## src/rtl/dic_search_ctrl.sv

```systemverilog
`default_nettype none
// ============================================================================
//  Module   : dic_search_ctrl
//  Purpose  : Moore FSM that sequences a dictionary search. It walks entries
//             (header, size, data words), compares against the current
//             string, and reports hit / miss / RAM-ack timeout.
//  Revision : 1.0 - initial release
// ============================================================================
module dic_search_ctrl #(
  parameter int ACK_TIMEOUT = 15
) (
  input  logic Clk,
  input  logic Rst_n,
  input  logic Start,
  input  logic RamAck,
  input  logic DicPointerEqualsInsertPointer,
  input  logic StringRAMSizeEqualsStringSize,
  input  logic DicPointerEqualsJumpAddress,
  input  logic StringRAMEqualsString,
  output logic LoadDicPointer,
  output logic DicPointerIncrement,
  output logic LoadJumpAddress,
  output logic SetJumpAddress,
  output logic StringRAMLoad,
  output logic StringRAMZero,
  output logic Found,
  output logic NotFound,
  output logic RamRead,
  output logic Busy,
  output logic Done,
  output logic Error
);

  typedef enum logic [3:0] {
    S_IDLE  = 4'd0,
    S_INIT  = 4'd1,
    S_CHECK = 4'd2,
    S_REQ   = 4'd3,
    S_HDR   = 4'd4,
    S_SIZE  = 4'd5,
    S_JUMP  = 4'd6,
    S_DCHK  = 4'd7,
    S_DREQ  = 4'd8,
    S_DATA  = 4'd9,
    S_CMP   = 4'd10,
    S_HIT   = 4'd11,
    S_MISS  = 4'd12,
    S_ERR   = 4'd13
  } state_t;

  // Last wait-count value before a missing ack becomes a timeout.
  localparam logic [7:0] TIMEOUT_LAST = 8'(ACK_TIMEOUT - 1);

  state_t      state;
  state_t      state_nxt;
  logic [7:0]  wait_cnt;
  logic        ack_timeout;
  logic [11:0] ctrl;

  // Output bit order: LoadDicPointer, DicPointerIncrement, LoadJumpAddress,
  // SetJumpAddress, StringRAMLoad, StringRAMZero, Found, NotFound, RamRead,
  // Busy, Done, Error.
  function automatic logic [11:0] decode(input state_t s);
    logic [11:0] d;
    d = 12'b0;
    case (s)
      S_INIT:  d[11] = 1'b1;
      S_CHECK: d[6]  = 1'b1;
      S_REQ:   d[3]  = 1'b1;
      S_HDR:   begin d[7] = 1'b1; d[10] = 1'b1; end
      S_SIZE:  d[8]  = 1'b1;
      S_JUMP:  d[9]  = 1'b1;
      S_DREQ:  d[3]  = 1'b1;
      S_DATA:  begin d[7] = 1'b1; d[10] = 1'b1; end
      S_HIT:   begin d[5] = 1'b1; d[1] = 1'b1; end
      S_MISS:  begin d[4] = 1'b1; d[1] = 1'b1; end
      S_ERR:   begin d[4] = 1'b1; d[1] = 1'b1; d[0] = 1'b1; end
      default: d = 12'b0;
    endcase
    if (s != S_IDLE) d[2] = 1'b1;
    return d;
  endfunction

  // A late ack in the final wait cycle still counts as a normal ack.
  assign ack_timeout = (wait_cnt == TIMEOUT_LAST) && !RamAck;

  // Next-state selection; each condition flag is looked at only in its state.
  always_comb begin
    state_nxt = state;
    case (state)
      S_IDLE:  if (Start) state_nxt = S_INIT;
      S_INIT:  state_nxt = S_CHECK;
      S_CHECK: state_nxt = DicPointerEqualsInsertPointer ? S_MISS : S_REQ;
      S_REQ:   begin
        if (RamAck)           state_nxt = S_HDR;
        else if (ack_timeout) state_nxt = S_ERR;
      end
      S_HDR:   state_nxt = S_SIZE;
      S_SIZE:  state_nxt = StringRAMSizeEqualsStringSize ? S_DCHK : S_JUMP;
      S_JUMP:  state_nxt = S_CHECK;
      S_DCHK:  state_nxt = DicPointerEqualsJumpAddress ? S_CMP : S_DREQ;
      S_DREQ:  begin
        if (RamAck)           state_nxt = S_DATA;
        else if (ack_timeout) state_nxt = S_ERR;
      end
      S_DATA:  state_nxt = S_DCHK;
      S_CMP:   state_nxt = StringRAMEqualsString ? S_HIT : S_CHECK;
      S_HIT,
      S_MISS,
      S_ERR:   state_nxt = S_IDLE;
      default: state_nxt = S_IDLE;
    endcase
  end

  // State, wait counter and registered Moore outputs (decoded from next state).
  always_ff @(posedge Clk) begin
    if (!Rst_n) begin
      state    <= S_IDLE;
      wait_cnt <= 8'd0;
      ctrl     <= 12'b0;
    end else begin
      state <= state_nxt;
      ctrl  <= decode(state_nxt);
      // Staying in a wait state means no ack arrived; entering one restarts.
      if ((state_nxt == S_REQ || state_nxt == S_DREQ) && state == state_nxt)
        wait_cnt <= wait_cnt + 8'd1;
      else
        wait_cnt <= 8'd0;
    end
  end

  assign {LoadDicPointer, DicPointerIncrement, LoadJumpAddress, SetJumpAddress,
          StringRAMLoad, StringRAMZero, Found, NotFound, RamRead,
          Busy, Done, Error} = ctrl;

endmodule
`default_nettype wire

```

## config.mk

```make
export PLATFORM = sky130hd
export DESIGN_NAME = dic_search_ctrl
export DESIGN_NICKNAME = d
export VERILOG_FILES = /design/src/rtl/dic_search_ctrl.sv
export SDC_FILE = /design/constraint.sdc
export NUM_CORES = 1
export LEC_CHECK = 0
export ABC_AREA = 0
export ABC_CLOCK_PERIOD_IN_PS = 2500
export CORE_MARGIN = 2
export CORE_UTILIZATION = 55
export DETAILED_ROUTE_END_ITERATION = 8
export DONT_BUFFER_PORTS = 1
export PLACE_DENSITY = 0.73
export SYNTH_ARGS = -nofsm -noshare
export SYNTH_HDL_FRONTEND = slang
export SYNTH_SLANG_ARGS = --single-unit
```

## constraint.sdc

```tcl
create_clock -name Clk -period 2.5 [get_ports Clk]
set_clock_uncertainty 0.2 [all_clocks]
set_input_delay 0.25 -clock Clk [delete_from_list [all_inputs] [get_ports Clk]]
set_output_delay 0.25 -clock Clk [all_outputs]
set_load 0.01 [all_outputs]
```

==> flow_metrics.env, run 1 <==
export IMPL_status="completed"
export IMPL_ys_flop_type="dfxtp_1"
export IMPL_first_global_vias=990
export IMPL_nets=162
export IMPL_period_share_pct=97.7
export IMPL_gp_congestion=0.877
export IMPL_clockBufferDepth=2
export IMPL_io_buffers=0
export IMPL_core_um2=2170
export IMPL_hpwl_mm=1.78
export IMPL_min_from="RamAck"
export IMPL_synth_edf_count=0
export IMPL_timing_fmax_mhz=410
export IMPL_diodes=0
export IMPL_fp_dieW_um=51.6
export IMPL_grt_pass1_wl_mm=4.29
export IMPL_setup_viol=0
export IMPL_peakVddDrop_v=0.00107
export IMPL_crit_fanout=9
export IMPL_r2r_start="state[2]$_SDFF_PN0_"
export IMPL_cts_max_level=1
export IMPL_report_final_hold_viol_count=0
export IMPL_wl_per_cell_um=16.2
export IMPL_seq_area_frac_synth_pct=37.0
export IMPL_leakage_nw=0.524
export IMPL_drc=0
export IMPL_grt_max_degree=14
export IMPL_ys_seq_elements=23
export IMPL_start_util_pct=57.3
export IMPL_crit_chain="buf_4, or3b_4, nor2_2, o32ai_2, or4_4, a2111oi_4"
export IMPL_synthDistinctLibCells=49
export IMPL_path_class="reg -> reg"
export IMPL_fin_hold_ws_ns=0.165
export IMPL_synth_top_family_by_area="compound AO/OA/AOI/OAI gates"
export IMPL_drv_slew=0
export IMPL_path_clk_slew_ns=0.12
export IMPL_drive_gt1_share_pct=30.5
export IMPL_grt_ovfl_total=0
export IMPL_grtUsageTotal_pct=21.3
export IMPL_dieHeight_um=51.6
export IMPL_drt_total_wl_mm=2.91
export IMPL_crit_start="state[2]$_SDFF_PN0_"
export IMPL_synth_mux_area_share_pct=2.52
export IMPL_design_portCount=20
export IMPL_clkLatencyLatePin_ns=0.30
export IMPL_synth_fa_ha_area_share_pct=2.01
export IMPL_drt_first_pass_iters=4
export IMPL_synth_compound_area_share_pct=25.1
export IMPL_ant_nets=0
export IMPL_relSlewSlack_pct=61.9
export IMPL_area_growth_pct=29.1
export IMPL_fp_row_count=17
export IMPL_layout_common_cells="dfxtp_1 (19), buf_4 (15), nor2_1 (12)"
export IMPL_cts_sinks=23
export IMPL_netlist_instances=137
export IMPL_vias_per_cell=6.26
export IMPL_avgSynthCellArea_um2=9.08
export IMPL_required_ns=2.52
export IMPL_yosys_area_share_simple_pct=23.5
export IMPL_numCtsBuffers=3
export IMPL_syn_nets=147
export IMPL_final_period_minus_worst_setup_slack_ns=2.44
export IMPL_r2r_cells=6
export IMPL_reg2reg_slack_ns=0.06
export IMPL_stdcell_area_um2=1610
export IMPL_root_buffer="clkbuf_4"
export IMPL_cap_violations=0
export IMPL_cts_tree="yes"
export IMPL_final_util_pct=74.0
export IMPL_place_area_um2=1330
export IMPL_syn_area_um2=1240
export IMPL_end_kind="flip-flop"
export IMPL_powerDensity_nw_per_um2=1150
export IMPL_rr_endpoint="wait_cnt[6]$_SDFF_PN0_"
export IMPL_antenna_found_initial=0
export IMPL_tightest_slew_ns=0.566
export IMPL_cpPeakStageDelay_ns=0.67
export IMPL_critPathCapture="wait_cnt[6]$_SDFF_PN0_"
export IMPL_vias=1120
export IMPL_cpMaxStageDelayCell="or4_4"
export IMPL_synthXorXnorAreaFrac_pct=4.23
export IMPL_ys_warn_count=0
export IMPL_crit_arrival_ns=2.46
export IMPL_final_common_cell="dfxtp_1"
export IMPL_fp_dieArea_um2=2660
export IMPL_drt_iter0_drc=32
export IMPL_cp_start_kind="flip-flop"
export IMPL_synthArstFlopShare_pct=0
export IMPL_hp_class="in -> reg"
## metal layers
metal,share of wire (%),vias up,track usage (%),routed length [um]
met5,0,-,0,0
met4,1.2,0,7.02,35
met3,4.7,4,4.60,137
met2,47,31,34.8,1360
met1,47,536,28.1,1370
li1,-,549,-,-
## sequential cells by signal (all words and copies together), names as in the netlist
register and count:
ctrl 11, state 4, wait_cnt 8
## worst max-delay path, delay by kind of cell, from the launching register on
kind / cells / cell delay (ns)
and+or+nand+nor: 3 / 1.15
DFF: 1 / 0.38
buffers and inverters: 1 / 0.16
AOI/OAI and AO/OA: 2 / 0.47
## cells in the mapped netlist (all sizes together) (3+ instances only)
master / count / share of area, %
o21bai: 3 / 1.8
buf: 5 / 3.2
nor2: 13 / 3.9
xnor2: 3 / 2.1
a2111oi: 9 / 7.1
nand3: 5 / 2.0
nand2: 7 / 2.1
dfxtp: 23 / 37
inv: 4 / 1.2
o21a: 5 / 3.0
nand2b: 3 / 1.5
xor2: 3 / 2.1
clkbuf: 4 / 1.2
o21ai: 4 / 1.6
a21oi: 5 / 2.0
nor4: 3 / 1.5
## kinds of logic (layout without fill, tap and decap cells)
kind of cell,after synthesis,in the layout
AND/OR/NAND/NOR,50,51
AO/OA/AOI/OAI,40,40
flip-flops,23,23
buffers and inverters,13,26
XOR/XNOR,6,6
multiplexers,3,3
adder cells (fa/ha/maj),2,2
## worst min-delay path by stage
stage,to,slack [ns],cells past startpoint
finish,ctrl[10]$_SDFF_PN0_,0.17,3
global placement,state[1]$_SDFF_PN0_,0.18,1
CTS,ctrl[10]$_SDFF_PN0_,0.16,3
detailed placement,state[1]$_SDFF_PN0_,0.18,1
floorplan,state[1]$_SDFF_PN0_,0.17,1
global route,ctrl[10]$_SDFF_PN0_,0.17,3
## timing repair
action	CTS	global route
gates cloned	0	1
endpoints found under the setup margin	8	8
hold buffers	1	0
setup buffers	0	3
pin swaps	0	6
endpoints found under the hold margin	10	0
resized for setup	4	26
## layout make-up
| type | instances | area [um2] |
|---|---|---|
| tap | 28 | 35.0 |
| sequential | 23 | 468 |
| fill | 145 | 564 |
| timing repair buffer | 18 | 163 |
| clock inverter | 1 | 5.00 |
| clock buffer | 3 | 22.5 |
| multi-input combinational | 102 | 897 |
| inverter | 4 | 15.0 |
## through the flow
step | setup slack, ns | std cells | setup TNS [ns] | power, W
after floorplan | -0.000112 | 137 | -0.000824 | 0.00106
after global placement | 0.0484 | 170 | 0 | 0.00125
after detailed placement | -0.0113 | 170 | -0.0122 | 0.00126
after CTS | 0.0179 | 175 | 0 | 0.00146
after global routing | -0.0403 | 179 | -0.105 | 0.00196
final | 0.0583 | 179 | 0 | 0.00185
## power by group
part / internal [W] / switching [W] / total [W] / leakage [nW]
registers: 0.000441 / 0.0000978 / 0.000539 / 0.188
logic: 0.000489 / 0.000654 / 0.00114 / 0.317
clock network: 0.0000597 / 0.000105 / 0.000164 / 0.0177
(Power assumes the default switching activity.)
==> run 2: changes to the inputs <==
ABC_CLOCK_PERIOD_IN_PS = default   (was 2500)
==> results of run 2 <==
Final layout, timing and power as in run 1 (identical DEF).
